--- src/rtl/mult_job_sequencer_if.sv ---
// Bundle of the operand input, multiplier control/datapath and product output
// signals between mult_job_sequencer (slave) and its surroundings (master).
interface mult_job_sequencer_if #(
  parameter int WIDTH = 4
);
  // Handshakes: a transfer happens on a rising clk edge where valid && ready are
  // both high; a raised valid keeps its payload stable until that transfer.
  logic                 in_valid;
  logic                 in_ready;
  logic [WIDTH-1:0]     in_multiplicand;
  logic [WIDTH-1:0]     in_multiplier;
  logic                 mult_start;
  logic [WIDTH-1:0]     mult_multiplicand;
  logic [WIDTH-1:0]     mult_multiplier;
  logic                 mult_product_done;
  logic [2*WIDTH-1:0]   mult_product;
  logic                 out_valid;
  logic                 out_ready;
  logic [2*WIDTH-1:0]   out_product;

  modport master (
    output in_valid, in_multiplicand, in_multiplier,
    output mult_product_done, mult_product, out_ready,
    input  in_ready, mult_start, mult_multiplicand, mult_multiplier,
    input  out_valid, out_product
  );

  modport slave (
    input  in_valid, in_multiplicand, in_multiplier,
    input  mult_product_done, mult_product, out_ready,
    output in_ready, mult_start, mult_multiplicand, mult_multiplier,
    output out_valid, out_product
  );
endinterface

--- src/rtl/mult_job_sequencer.sv ---
// Buffers operand pairs, runs one multiplier job at a time, and holds each product
// on a valid/ready output. Define MULT_SEQ_JOB_COUNT_EN to add the jobs_done counter.
module mult_job_sequencer #(
  parameter int WIDTH = 4,
  parameter int DEPTH = 4
) (
  input  logic                 clk,
  input  logic                 rst,
  mult_job_sequencer_if.slave  bus,
  output logic [1:0]           state_dbg
`ifdef MULT_SEQ_JOB_COUNT_EN
  ,
  output logic [15:0]          jobs_done
`endif
);

  localparam int AW = (DEPTH > 1) ? $clog2(DEPTH) : 1;
  localparam int CW = $clog2(DEPTH + 1);
  localparam int PW = 2 * WIDTH;

  localparam logic [1:0] S_IDLE    = 2'd0;
  localparam logic [1:0] S_ISSUE   = 2'd1;
  localparam logic [1:0] S_WAIT    = 2'd2;
  localparam logic [1:0] S_CAPTURE = 2'd3;

  localparam logic [CW-1:0] FULL_C = CW'(DEPTH);
  localparam logic [CW-1:0] ONE_C  = CW'(1);

  logic [PW-1:0] mem_q [DEPTH];
  logic [PW-1:0] mem_d [DEPTH];
  logic [AW-1:0] wr_ptr_q, wr_ptr_d;
  logic [AW-1:0] rd_ptr_q, rd_ptr_d;
  logic [CW-1:0] count_q, count_d;
  logic [1:0]    state_q, state_d;
  logic          out_valid_q, out_valid_d;
  logic [PW-1:0] out_product_q, out_product_d;

  logic push;
  logic pop;
  logic slot_free;

  // in_ready looks only at the registered count, so a full FIFO refuses even in a pop cycle.
  assign bus.in_ready    = (count_q < FULL_C);
  assign bus.mult_start  = (state_q == S_ISSUE);
  assign {bus.mult_multiplicand, bus.mult_multiplier} = mem_q[rd_ptr_q];
  assign bus.out_valid   = out_valid_q;
  assign bus.out_product = out_product_q;
  assign state_dbg       = state_q;

  always_comb begin
    slot_free = !out_valid_q || bus.out_ready;
    push      = bus.in_valid && bus.in_ready;
    // The head leaves only once its product is taken, keeping operands steady for the job.
    pop       = (state_q == S_CAPTURE) && slot_free;

    mem_d = mem_q;
    if (push) begin
      mem_d[wr_ptr_q] = {bus.in_multiplicand, bus.in_multiplier};
    end
    wr_ptr_d = push ? wr_ptr_q + AW'(1) : wr_ptr_q;
    rd_ptr_d = pop  ? rd_ptr_q + AW'(1) : rd_ptr_q;

    count_d = count_q;
    case ({push, pop})
      2'b10:   count_d = count_q + ONE_C;
      2'b01:   count_d = count_q - ONE_C;
      default: count_d = count_q;
    endcase

    state_d = state_q;
    case (state_q)
      S_IDLE:    if (count_q != '0) state_d = S_ISSUE;
      S_ISSUE:   state_d = S_WAIT;
      S_WAIT:    if (bus.mult_product_done) state_d = S_CAPTURE;
      S_CAPTURE: if (pop) state_d = (count_q > ONE_C) ? S_ISSUE : S_IDLE;
      default:   state_d = S_IDLE;
    endcase

    // A capture in the same cycle as out_ready refills the slot rather than clearing it.
    out_valid_d = out_valid_q;
    if (pop) begin
      out_valid_d = 1'b1;
    end else if (bus.out_ready) begin
      out_valid_d = 1'b0;
    end
    out_product_d = pop ? bus.mult_product : out_product_q;
  end

  always_ff @(posedge clk) begin
    if (rst) begin
      for (int i = 0; i < DEPTH; i++) begin
        mem_q[i] <= '0;
      end
      wr_ptr_q      <= '0;
      rd_ptr_q      <= '0;
      count_q       <= '0;
      state_q       <= S_IDLE;
      out_valid_q   <= 1'b0;
      out_product_q <= '0;
    end else begin
      mem_q         <= mem_d;
      wr_ptr_q      <= wr_ptr_d;
      rd_ptr_q      <= rd_ptr_d;
      count_q       <= count_d;
      state_q       <= state_d;
      out_valid_q   <= out_valid_d;
      out_product_q <= out_product_d;
    end
  end

`ifdef MULT_SEQ_JOB_COUNT_EN
  logic [15:0] jobs_done_q, jobs_done_d;

  // Counts output transfers; wraps naturally at 16 bits.
  always_comb begin
    jobs_done_d = jobs_done_q;
    if (out_valid_q && bus.out_ready) begin
      jobs_done_d = jobs_done_q + 16'd1;
    end
  end

  always_ff @(posedge clk) begin
    if (rst) begin
      jobs_done_q <= '0;
    end else begin
      jobs_done_q <= jobs_done_d;
    end
  end

  assign jobs_done = jobs_done_q;
`else
  // Without the counter option there is no transfer count to keep.
`endif

endmodule

--- src/flat_wrapper.sv ---
// flat-port wrapper written by rule: the top's interface ports become plain ports
module mult_job_sequencer_flat 
#(
  parameter int WIDTH = 4,
  parameter int DEPTH = 4
)
  (clk, rst, state_dbg, bus_in_valid, bus_in_multiplicand, bus_in_multiplier, bus_mult_product_done, bus_mult_product, bus_out_ready, bus_in_ready, bus_mult_start, bus_mult_multiplicand, bus_mult_multiplier, bus_out_valid, bus_out_product);
  mult_job_sequencer_if #(.WIDTH(WIDTH)) bus_i ();
  input  logic clk;
  input  logic rst;
  output logic [1:0] state_dbg;
  input wire logic [$bits(bus_i.in_valid)-1:0] bus_in_valid;
  input wire logic [$bits(bus_i.in_multiplicand)-1:0] bus_in_multiplicand;
  input wire logic [$bits(bus_i.in_multiplier)-1:0] bus_in_multiplier;
  input wire logic [$bits(bus_i.mult_product_done)-1:0] bus_mult_product_done;
  input wire logic [$bits(bus_i.mult_product)-1:0] bus_mult_product;
  input wire logic [$bits(bus_i.out_ready)-1:0] bus_out_ready;
  output wire logic [$bits(bus_i.in_ready)-1:0] bus_in_ready;
  output wire logic [$bits(bus_i.mult_start)-1:0] bus_mult_start;
  output wire logic [$bits(bus_i.mult_multiplicand)-1:0] bus_mult_multiplicand;
  output wire logic [$bits(bus_i.mult_multiplier)-1:0] bus_mult_multiplier;
  output wire logic [$bits(bus_i.out_valid)-1:0] bus_out_valid;
  output wire logic [$bits(bus_i.out_product)-1:0] bus_out_product;
  assign bus_i.in_valid = bus_in_valid;
  assign bus_i.in_multiplicand = bus_in_multiplicand;
  assign bus_i.in_multiplier = bus_in_multiplier;
  assign bus_i.mult_product_done = bus_mult_product_done;
  assign bus_i.mult_product = bus_mult_product;
  assign bus_i.out_ready = bus_out_ready;
  assign bus_in_ready = bus_i.in_ready;
  assign bus_mult_start = bus_i.mult_start;
  assign bus_mult_multiplicand = bus_i.mult_multiplicand;
  assign bus_mult_multiplier = bus_i.mult_multiplier;
  assign bus_out_valid = bus_i.out_valid;
  assign bus_out_product = bus_i.out_product;
  mult_job_sequencer #(.WIDTH(WIDTH), .DEPTH(DEPTH)) u_core (.clk(clk), .rst(rst), .bus(bus_i), .state_dbg(state_dbg));
endmodule
--- config.mk ---
export PLATFORM = sky130hd
export DESIGN_NAME = mult_job_sequencer_flat
export DESIGN_NICKNAME = d
export VERILOG_FILES = /design/src/rtl/mult_job_sequencer_if.sv /design/src/rtl/mult_job_sequencer.sv /design/src/flat_wrapper.sv
export SDC_FILE = /design/constraint.sdc
export NUM_CORES = 1
export LEC_CHECK = 0
export CAP_MARGIN = 5
export CORE_UTILIZATION = 55
export CTS_CLUSTER_DIAMETER = 200
export DETAILED_ROUTE_END_ITERATION = 6
export PLACE_DENSITY = 0.83
export SYNTH_ARGS = -nofsm -noshare
export SYNTH_HDL_FRONTEND = slang
export SYNTH_SLANG_ARGS = --single-unit
--- constraint.sdc ---
create_clock -name clk -period 4.9 [get_ports clk]
set_input_delay 0.735 -clock clk [delete_from_list [all_inputs] [get_ports clk]]
set_output_delay 0.735 -clock clk [all_outputs]
set_load 0.05 [all_outputs]
==> flow_metrics.py <==
metrics = {
    "status": {
        "status": "completed",
    },
    "grt": {
        "grt_pass1_vias": 1763,
        "antenna_found_initial": 0,
        "grt_max_degree": 41,
        "grt_pass1_wl_um": 8180,
        "grt-ovfl-total": 0,
        "grt_usage": 0.250,
    },
    "die": {
        "start_util": 0.596,
        "io_pins": 42,
        "coreArea_um2": 3800,
        "rows": 22,
        "dieArea_um2": 4380,
        "die_h_um": 66.2,
        "die_width_um": 66.2,
    },
    "timing": {
        "worstMarginPinSlew_ps": 952,
        "final-hold-violation-count": 0,
        "slew_headroom": 0.363,
        "timing.setup.tns_ps": 0,
        "drv_slew": 0,
        "fmax_mhz": 324,
        "finalCritPeriodShare": 0.630,
        "finClkSkew_ps": 2.77,
        "rsz0062_at_grt": "false",
        "period_minus_slack_ps": 3090,
        "hold_slack_ps": 458,
        "setup_viol": 0,
    },
    "worst_setup_path": {
        "crit_type": "register to primary output",
        "crit_path_max_incr_delay_ps": 740,
        "reg2reg_slack_ps": 2830,
        "critPathTopFamily": "flip-flops",
        "cp-end-kind": "primary output",
        "startpoint": "u_core.rd_ptr_q[0]$_SDFFE_PP0P_",
        "cp_max_fo": 10,
        "path_cells": "mux4_2, clkdlybuf4s50_1",
        "worst_ep_required_time_ps": 4160,
        "reg2reg_depth": 6,
        "cp-start-kind": "register",
        "arrival_ps": 2350,
        "critPathBufInv": 1,
        "r2r_start": "u_core.state_dbg[1]$_SDFFE_PP0P_",
        "crit_cells": 2,
        "cp_slowest_cell": "dfxtp_1",
    },
    "synthesis": {
        "synth_nets": 293,
        "ys_ff_latch": 50,
        "syn_inst": 258,
        "yosysTopAreaCellShare": 0.442,
        "syn_avg_cell_area_um2": 8.78,
        "synthesis.area_um2": 2260,
        "ys_seq_area_frac": 0.442,
        "yosysWarningCount": 0,
        "yosysTopAreaCell": "dfxtp_1",
        "synth_area_leaders": "dfxtp_1, a21oi_1, nand3_1, mux4_2, ha_1",
        "synthDistinctLibCells": 25,
    },
    "layout": {
        "multi_input_area_um2": 1140,
        "most-common-layout-cells": "dfxtp_1, a21oi_1, nand3_1, clkdlybuf4s50_1, nand2_1",
        "register_area_um2": 1000,
        "fin_area_um2": 2810,
        "fin_nets": 325,
        "mostFrequentLayoutCell": "dfxtp_1",
        "num_antenna_cells": 0,
        "finish.utilization": 0.740,
        "area_growth_pct": 24.2,
        "nFillCells": 303,
        "drive_above_1_share": 0.0962,
    },
    "route": {
        "met3_length_um": 266,
        "vias": 1919,
        "wl_met2_um": 2570,
        "post-route-drc-count": 0,
        "first_pass_iters": 7,
        "top_layer_used": "met4",
        "wire_per_inst_um": 14.8,
        "drt-total-wl_um": 5010,
        "vias_per_cell": 5.66,
        "drt-met1-wl_um": 2140,
        "drt_iter0_drc": 184,
        "ant_nets": 0,
    },
    "pwr": {
        "p_per_area_nw_per_um2": 413,
        "max-vdd-ir-drop_v": 0.000290,
        "power_uw": 1160,
        "cellLeakagePower_uw": 0.000994,
    },
    "worst_hold_path": {
        "holdPathStages": 2,
        "min_path_type": "register to register",
        "min_from": "u_core.mem_q[3]$_SDFFE_PP0P_",
    },
    "place": {
        "placed_area_um2": 2670,
        "gp_congestion": 0.779,
        "hpwl_um": 3340,
        "io_buffers": 41,
    },
    "clocking": {
        "clockBufferDepth": 2,
        "post-cts-setup-buffers": 0,
        "tritoncts": "built",
        "clock_tree.htree_level_count": 2,
        "clock_sink_count": 50,
        "cts_resized": 0,
        "clk_pin_slew_ps": 90,
        "clkLatencyLatePin_ps": 300,
        "cts_made_buffers": 5,
        "cts_hold_buffers": 0,
        "clock-root-buffer": "clkbuf_8",
    },
    "flow_run": {
        "max-cap-violations": 0,
    },
}
final timing paths:
check | end
hold / removal | u_core.mem_q[3]$_SDFFE_PP0P_
hold reg to reg | u_core.mem_q[3]$_SDFFE_PP0P_
setup / recovery | bus_mult_multiplicand[3]
setup reg to reg | u_core.count_q[2]$_SDFFE_PP0P_
area by class of cell:
| cell class | count | area share |
|---|---|---|
| clock buffers | 6 | 0.0294 |
| clock inverters | 2 | 0.0214 |
| inverters | 11 | 0.0147 |
| multi-input cells | 179 | 0.406 |
| flip-flops and latches | 50 | 0.356 |
| well taps | 48 | 0.0214 |
| repair buffers | 43 | 0.151 |
cells in the mapped netlist:
library cell	n
a211oi_1	1
nand2b_1	1
mux4_2	8
a21oi_1	45
dfxtp_1	50
o31ai_1	1
nand3_1	41
buf_4	2
nand2_2	5
mux2i_1	2
o21ai_0	1
inv_2	3
clkbuf_1	10
xnor2_1	1
nor2_1	9
o221ai_2	1
nand2_1	40
nor2b_1	1
ha_1	14
nand3b_1	1
buf_2	6
xor2_1	4
inv_1	8
or3_1	2
o21bai_1	1
report_power, final:
group | total [uW] | internal (uW) | leakage (uW) | switching [uW]
Combinational | 341 | 130 | 0.000516 | 211
Sequential | 472 | 440 | 0.000406 | 31.7
Clock | 350 | 218 | 0.0000714 | 132
Total | 1160 | 788 | 0.000994 | 375
per-layer routing:
metal,vias to the layer above,global-route usage
met5,-,0
met4,0,0.0931
met3,2,0.0655
met2,54,0.415
met1,918,0.309
li1,945,-
worst reg2reg max path, delay by kind of cell, from the launching register on:
kind,cells,cell delay [ps]
AO/OA/AOI/OAI,1,140
adder cells (fa/ha/maj),2,720
buffers and inverters,1,90
flip-flops,1,430
AND/OR/NAND/NOR,2,620
metrics by stage:
step           setup slack, ps  instances
2_1_floorplan             2770        258
3_3_place_gp              2150        331
3_5_place_dp              2110        331
4_1_cts                   1780        339
5_1_grt                   1700        339
6_report                  1810        339
sequential cells by signal (all words and copies together), names as in the netlist:
| signal | cells |
|---|---|
| u_core.mem_q | 32 |
| u_core.bus.out_product | 8 |
| u_core.count_q | 3 |
| u_core.rd_ptr_q | 2 |
| u_core.state_dbg | 2 |
| u_core.wr_ptr_q | 2 |
| u_core.bus.out_valid | 1 |
cell families after synthesis:
family | count (synthesis) | share of synthesized area
AO/OA/AOI/OAI | 50 | 0.118
flip-flops | 50 | 0.442
multiplexers | 10 | 0.0884
AND/OR/NAND/NOR | 100 | 0.200
XOR/XNOR | 5 | 0.0193
buffers and inverters | 29 | 0.0547
adder cells (fa/ha/maj) | 14 | 0.0773
(Power assumes the default switching activity.)
